$ cat config.mk
export PLATFORM = sky130hd
export DESIGN_NAME = char_frame_tx
export DESIGN_NICKNAME = d
export VERILOG_FILES = /design/src/rtl/char_frame_tx.sv
export SDC_FILE = /design/constraint.sdc
export NUM_CORES = 1
export LEC_CHECK = 0
export ABC_AREA = 1
export CAP_MARGIN = 20
export CORE_MARGIN = 2
export CORE_UTILIZATION = 63
export CTS_CLUSTER_SIZE = 20
export DETAILED_ROUTE_END_ITERATION = 12
export MAX_ROUTING_LAYER = met4
export PLACE_DENSITY = 0.91
export SYNTH_ARGS = -nofsm -noshare
export SYNTH_HDL_FRONTEND = slang
export SYNTH_SLANG_ARGS = --single-unit
$ cat constraint.sdc
create_clock -name clk -period 4.2 [get_ports clk]
set_input_delay 0.84 -clock clk [delete_from_list [all_inputs] [get_ports clk]]
set_output_delay 0.84 -clock clk [all_outputs]
set_load 0.005 [all_outputs]
$ cat src/rtl/char_frame_tx.sv
// rtl/char_frame_tx.sv - payload FIFO plus framer emitting HEADER, payload, TRAILER over a valid/ready handshake
// Optional checksum character before the trailer: define CHAR_FRAME_TX_CSUM_EN.
module char_frame_tx #(
  parameter int          DEPTH     = 8,
  parameter logic [7:0]  HEADER    = 8'h23,
  parameter logic [7:0]  TRAILER   = 8'h3F,
  parameter logic [7:0]  IDLE_CHAR = 8'h20
) (
  input  logic       clk,
  input  logic       reset,
  input  logic       wr_en,
  input  logic [7:0] wr_data,
  output logic       full,
  input  logic       send,
  output logic       busy,
  output logic [7:0] out,
  output logic       out_valid,
  input  logic       out_ready
);

  localparam int AW = (DEPTH > 1) ? $clog2(DEPTH) : 1;
  localparam int CW = $clog2(DEPTH + 1);

  typedef enum logic [2:0] {
    S_IDLE = 3'd0,
    S_HEAD = 3'd1,
    S_BODY = 3'd2,
    S_TAIL = 3'd3
`ifdef CHAR_FRAME_TX_CSUM_EN
    , S_CSUM = 3'd4
`endif
  } state_t;

`ifdef CHAR_FRAME_TX_CSUM_EN
  localparam state_t S_POST = S_CSUM;
`else
  localparam state_t S_POST = S_TAIL;
`endif

  state_t          state, state_nxt;
  logic [7:0]      mem [DEPTH];
  logic [AW-1:0]   wr_ptr, rd_ptr, rd_ptr_nxt;
  logic [CW-1:0]   count, remain;
  logic            push, pop, accept;
  logic [7:0]      out_nxt;
  logic            out_valid_nxt;
`ifdef CHAR_FRAME_TX_CSUM_EN
  logic [7:0]      csum, csum_nxt;
`endif

  assign full   = (count == CW'(DEPTH));
  assign busy   = (state != S_IDLE);
  assign accept = (state == S_IDLE) && send;
  assign pop    = (state == S_BODY) && out_ready;
  // A pop frees a slot in the same cycle, so a write into a full FIFO still lands.
  assign push   = wr_en && (!full || pop);
  assign rd_ptr_nxt = pop ? rd_ptr + AW'(1) : rd_ptr;
`ifdef CHAR_FRAME_TX_CSUM_EN
  assign csum_nxt = pop ? (csum ^ mem[rd_ptr]) : csum;
`endif

  always_ff @(posedge clk) begin
    if (push) mem[wr_ptr] <= wr_data;
  end

  always_ff @(posedge clk or negedge reset) begin
    if (!reset) begin
      state     <= S_IDLE;
      wr_ptr    <= '0;
      rd_ptr    <= '0;
      count     <= '0;
      remain    <= '0;
      out       <= IDLE_CHAR;
      out_valid <= 1'b0;
    end else begin
      state     <= state_nxt;
      out       <= out_nxt;
      out_valid <= out_valid_nxt;
      rd_ptr    <= rd_ptr_nxt;
      if (push) wr_ptr <= wr_ptr + AW'(1);
      case ({push, pop})
        2'b10:   count <= count + CW'(1);
        2'b01:   count <= count - CW'(1);
        default: count <= count;
      endcase
      if (accept)   remain <= count;
      else if (pop) remain <= remain - CW'(1);
    end
  end

`ifdef CHAR_FRAME_TX_CSUM_EN
  always_ff @(posedge clk or negedge reset) begin
    if (!reset)      csum <= 8'h00;
    else if (accept) csum <= 8'h00;
    else             csum <= csum_nxt;
  end
`endif

  always_comb begin
    state_nxt = state;
    case (state)
      S_IDLE: if (send) state_nxt = S_HEAD;
      S_HEAD: if (out_ready) state_nxt = (remain != '0) ? S_BODY : S_POST;
      S_BODY: if (out_ready && remain == CW'(1)) state_nxt = S_POST;
`ifdef CHAR_FRAME_TX_CSUM_EN
      S_CSUM: if (out_ready) state_nxt = S_TAIL;
`endif
      S_TAIL: if (out_ready) state_nxt = S_IDLE;
      default: state_nxt = S_IDLE;
    endcase
  end

  // Outputs are registered from the next state, so out reflects the character
  // owned by the state being entered (FIFO head after any pop this cycle).
  always_comb begin
    out_nxt       = IDLE_CHAR;
    out_valid_nxt = 1'b1;
    case (state_nxt)
      S_HEAD: out_nxt = HEADER;
      S_BODY: out_nxt = mem[rd_ptr_nxt];
`ifdef CHAR_FRAME_TX_CSUM_EN
      S_CSUM: out_nxt = csum_nxt;
`endif
      S_TAIL: out_nxt = TRAILER;
      default: begin
        out_nxt       = IDLE_CHAR;
        out_valid_nxt = 1'b0;
      end
    endcase
  end

endmodule

==> results.env <==
SYNTH_COMPOUND_AREA_SHARE_PCT=2.76
CRITICAL_PATH.SLOWEST_CELL='sky130_fd_sc_hd__clkdlybuf4s50_1'
SYNTHESIS.AREA_UM2=3990
REPORT.FINAL.SLEW_VIOL_COUNT=0
WORST-R2R-SETUP-SLACK_NS=1.50
DIE-AREA_UM2=6980
GLOBAL_ROUTE_WIRE_LENGTH_BEFORE_REPAIR_UM=13300
PATH_CLASS='input pin to flip-flop'
ANT_NETS=0
POST_SYNTH_AND_OR_NAND_NOR_AREA_FRACTION_PCT=21.4
ROUTE.DETAILED.DRC=0
HOLDBUFCOUNTCTS=0
MAX_H_TREE_LEVEL=3
CTS_SETUP_BUFFERS=0
POWERDENSITY_nW_PER_UM2=582
POST-SYNTH-TOP-COUNT-CELL='sky130_fd_sc_hd__nand2_1'
MAX_CAP_VIOLATIONS=0
AREA_DELTA_SYNTH_FINAL_PCT=13.2
HOLDPATHEND='remain[1]'
SYNTH_TOP_AREA_SHARE_PCT=48.2
CRITICAL_PATH.MOST_COMMON_CELL='sky130_fd_sc_hd__nand2_1'
FIRST_GLOBAL_VIAS=2707
GRT_USE_TOTAL_PCT=25.9
DRIVE_ABOVE_1_SHARE_PCT=8.25
END_KIND='flip-flop'
WORST_SLEW_PIN_SLEW_NS=0.911
MIN_PERIOD_OVER_PERIOD_PCT=75.0
POST_SYNTHESIS_NET_COUNT=395
CLK-INSERTION-DELAY-LATE_NS=0.36
SYNTH.TOP_CELLS.BY_COUNT='96 x sky130_fd_sc_hd__nand2_1, 64 x sky130_fd_sc_hd__edfxtp_1, 60 x sky130_fd_sc_hd__nand3_1'
RELSLEWSLACK_PCT=39.1
TIMING.REG2REG.WORST_PATH_DEPTH=11
CORE.ROWCOUNT=28
GLOBAL_ROUTE.OVERFLOW_TOTAL=0
IRDROPWORSTVDD_mV=0.360
SYNTH.AREA.MUX_SHARE_PCT=0
POWER_LEAKAGE_nW=1.97
CTS-ROOT-TO-SINK-BUFFERS=2
CRIT_REQUIRED_NS=4.44
ROUTED_WIRELENGTH_UM=8390
FIN_NETS=428
REG2REG_FROM='state[2]'
SYNTH.TOP_CELLS.BY_AREA='sky130_fd_sc_hd__edfxtp_1 48%, sky130_fd_sc_hd__dfrtp_1 16%, sky130_fd_sc_hd__nand2_1 9.0%'
CRITICAL_PATH.CELL_CHAIN='clkdlybuf4s50_1 > nand3_2 > nand2_1 > nand2_1 > buf_4 > nand2_1 > nand3_1 > nand2_1 > nand2_1 > nand3_1 > nand2_1'
YOSYS_WARNINGS=0
GRT_START_MAX_NET_PINS=27
SETUP-VIOLATIONS-FINAL=0
YOSYS_REGISTER_BITS=90
HOLD_PATH.STARTPOINT='remain[1]'
SYN_AREA_PER_CELL_UM2=10.7
LAYOUT.CORE_UTILIZATION_PCT=74.9
UNREPAIRED_SETUP_ENDPOINTS_AFTER_GLOBAL_ROUTING='no'
ANTENNA_DIODE_COUNT=0
NUMCTSBUFFERS=9
FLOORPLAN.INITIALDENSITY_PCT=66.1
DIE_WIDTH_UM=83.5
YS_DOMINANT_REG_CELL='sky130_fd_sc_hd__edfxtp_1'
DIE_H_UM=83.5
MIN-DELAY-PATH-CLASS='flip-flop to flip-flop'
SYNTHADDERAREAFRAC_PCT=2.70
MIN_DELAY_PATH_DEPTH=2
CRIT_PATH_START='out_ready'
FMAX_GHz=0.318
MAIN_COMBINATIONAL_CELL_FAMILY_BY_AREA_AFTER_SYNTHESIS='simple AND/OR/NAND/NOR gates'
WORSTPATHMAXFANOUT=19
DESIGN_POWER_TOTAL_mW=2.63
NUM_VIAS=2793
SLOWEST_DELAY_NS=0.56
STATUS='finished clean'
CLKSINKCOUNT=90
TIMING.RR.END='out[4]'
DESIGN.CORE.AREA_UM2=6030
TRITONCTS='built'
FIRSTDRTPASSITERS=5
FIN_SKEW_NS=0.0122
CTS_ROOT_BUFFER='sky130_fd_sc_hd__clkbuf_8'
ELEMENT_TYPE_AT_THE_CRITICAL_PATH_START='input pin'
SYNTHDOMINANTAREACELLTYPE='sky130_fd_sc_hd__edfxtp_1'
SYNTH_XOR_XNOR_AREA_SHARE_PCT=2.42
REPORT.FINAL.HOLD_VIOL_COUNT=0
ANTENNA_VIOLATIONS_BEFORE_REPAIR=0
IOS=24
ROUTEDWLPERCELL_UM=17.2
NUMBER_OF_ENABLE_TYPE_REGISTER_CELLS_IN_THE_SYNTHESIZED_NETLIST=64
COUNT_OF_ROUTING_VIOLATIONS_AFTER_THE_OPENING_DETAILED_ROUTE_ITERATION=279
ASYNC_FLOP_SHARE_PCT=28.9
PATH_CLK_SLEW_NS=0.09
SETUP_TNS_NS=0
DP_HPWL_UM=5290
YOSYSUNIQUECELLTYPES=35
IO_BUFFER_COUNT=23
POST_SYNTH_INST_COUNT=374
FINISH.CELL_COUNT_WITHOUT_FILLERS=487
DP.CELLS=471
FINALCRITICALPERIOD_NS=3.15
SYNTH.YOSYS.SEQ_AREA_SHARE_PCT=64.6
WORSTPATHARRIVAL_NS=3.39
CTS.REPAIR.RESIZED=0
GP_ROUTABILITY_CONGESTION=0.841
AVGVIACOUNTPERCELL=5.74
-- cell type report --
cell class / count / area [µm²]
timing repair buffer: 31 / 290
fill: 373 / 1510
multi-input combinational: 227 / 1170
sequential: 90 / 2570
inverter: 48 / 180
clock inverter: 6 / 75.1
clock buffer: 10 / 128
tap: 75 / 93.8
-- cells in the final DEF, fill, tap and decap left out, types with 2 or more instances in the layout --
master                            count
sky130_fd_sc_hd__nand3_1             60
sky130_fd_sc_hd__nand3_2              2
sky130_fd_sc_hd__edfxtp_1            64
sky130_fd_sc_hd__dfrtp_1             25
sky130_fd_sc_hd__xnor2_1              3
sky130_fd_sc_hd__inv_1               48
sky130_fd_sc_hd__o21ai_0              6
sky130_fd_sc_hd__buf_4                8
sky130_fd_sc_hd__clkdlybuf4s50_1     23
sky130_fd_sc_hd__nand2_1             96
sky130_fd_sc_hd__xor2_1               3
sky130_fd_sc_hd__ha_1                 7
sky130_fd_sc_hd__o221ai_1             2
sky130_fd_sc_hd__nand4_1              2
sky130_fd_sc_hd__clkbuf_8             9
sky130_fd_sc_hd__o21ai_1              2
sky130_fd_sc_hd__nand2_2              2
sky130_fd_sc_hd__clkinv_4             2
sky130_fd_sc_hd__a21oi_1              3
sky130_fd_sc_hd__nor2_1              25
-- through the flow --
| step | worst slack (ns) | cell area (µm²) | hold WS, ns |
|---|---|---|---|
| 6_report | 1.05 | 4510 | 0.506 |
| 4_1_cts | 1.14 | 4510 | 0.507 |
| 3_5_place_dp | 0.768 | 4310 | 0.478 |
| 2_1_floorplan | 1.73 | 3990 | 0.459 |
| 5_1_grt | 0.882 | 4510 | 0.540 |
| 3_3_place_gp | 0.931 | 4310 | 0.476 |
-- state kept, by name, indices dropped and copies added (netlist names) --
name	count
count	4
out	8
rd_ptr	3
out_valid	1
wr_ptr	3
state	3
remain	4
mem	64
-- report_power, final --
part	internal [mW]	switching (mW)	total, mW
Sequential	1.12	0.0880	1.21
Combinational	0.284	0.529	0.814
Clock	0.284	0.317	0.601
-- cell families after synthesis --
logic type                 count (synthesis)
AOI/OAI and AO/OA                         17
xor gates and xnor gates                   8
adders and majority gates                  8
buffers and inverters                     57
DFF                                       90
other                                      1
and+or+nand+nor                          193
-- worst max-delay path by stage --
stage	endpoint	slack [ns]	cells past startpoint
final	out[4]	1.05	11
after global routing	count[3]	0.88	11
after CTS	out[4]	1.14	11
after detailed placement	out[4]	0.77	11
after global placement	mem[3][7]	0.93	7
after floorplan	count[3]	1.73	11
-- routing by layer --
layer  global-route usage [%]  vias up  part of all wire, %
li1                         -     1302                    -
met1                     31.2     1319                   39
met2                     42.1      141                   49
met3                     5.74       31                  8.0
met4                     12.0        0                  4.1
met5                        -        -                    0
-- critical path: cells and delay by family --
kind | cells | cell delay (ns)
simple gates | 9 | 1.64
buf+inv | 2 | 0.90
(Power assumes the default switching activity.)
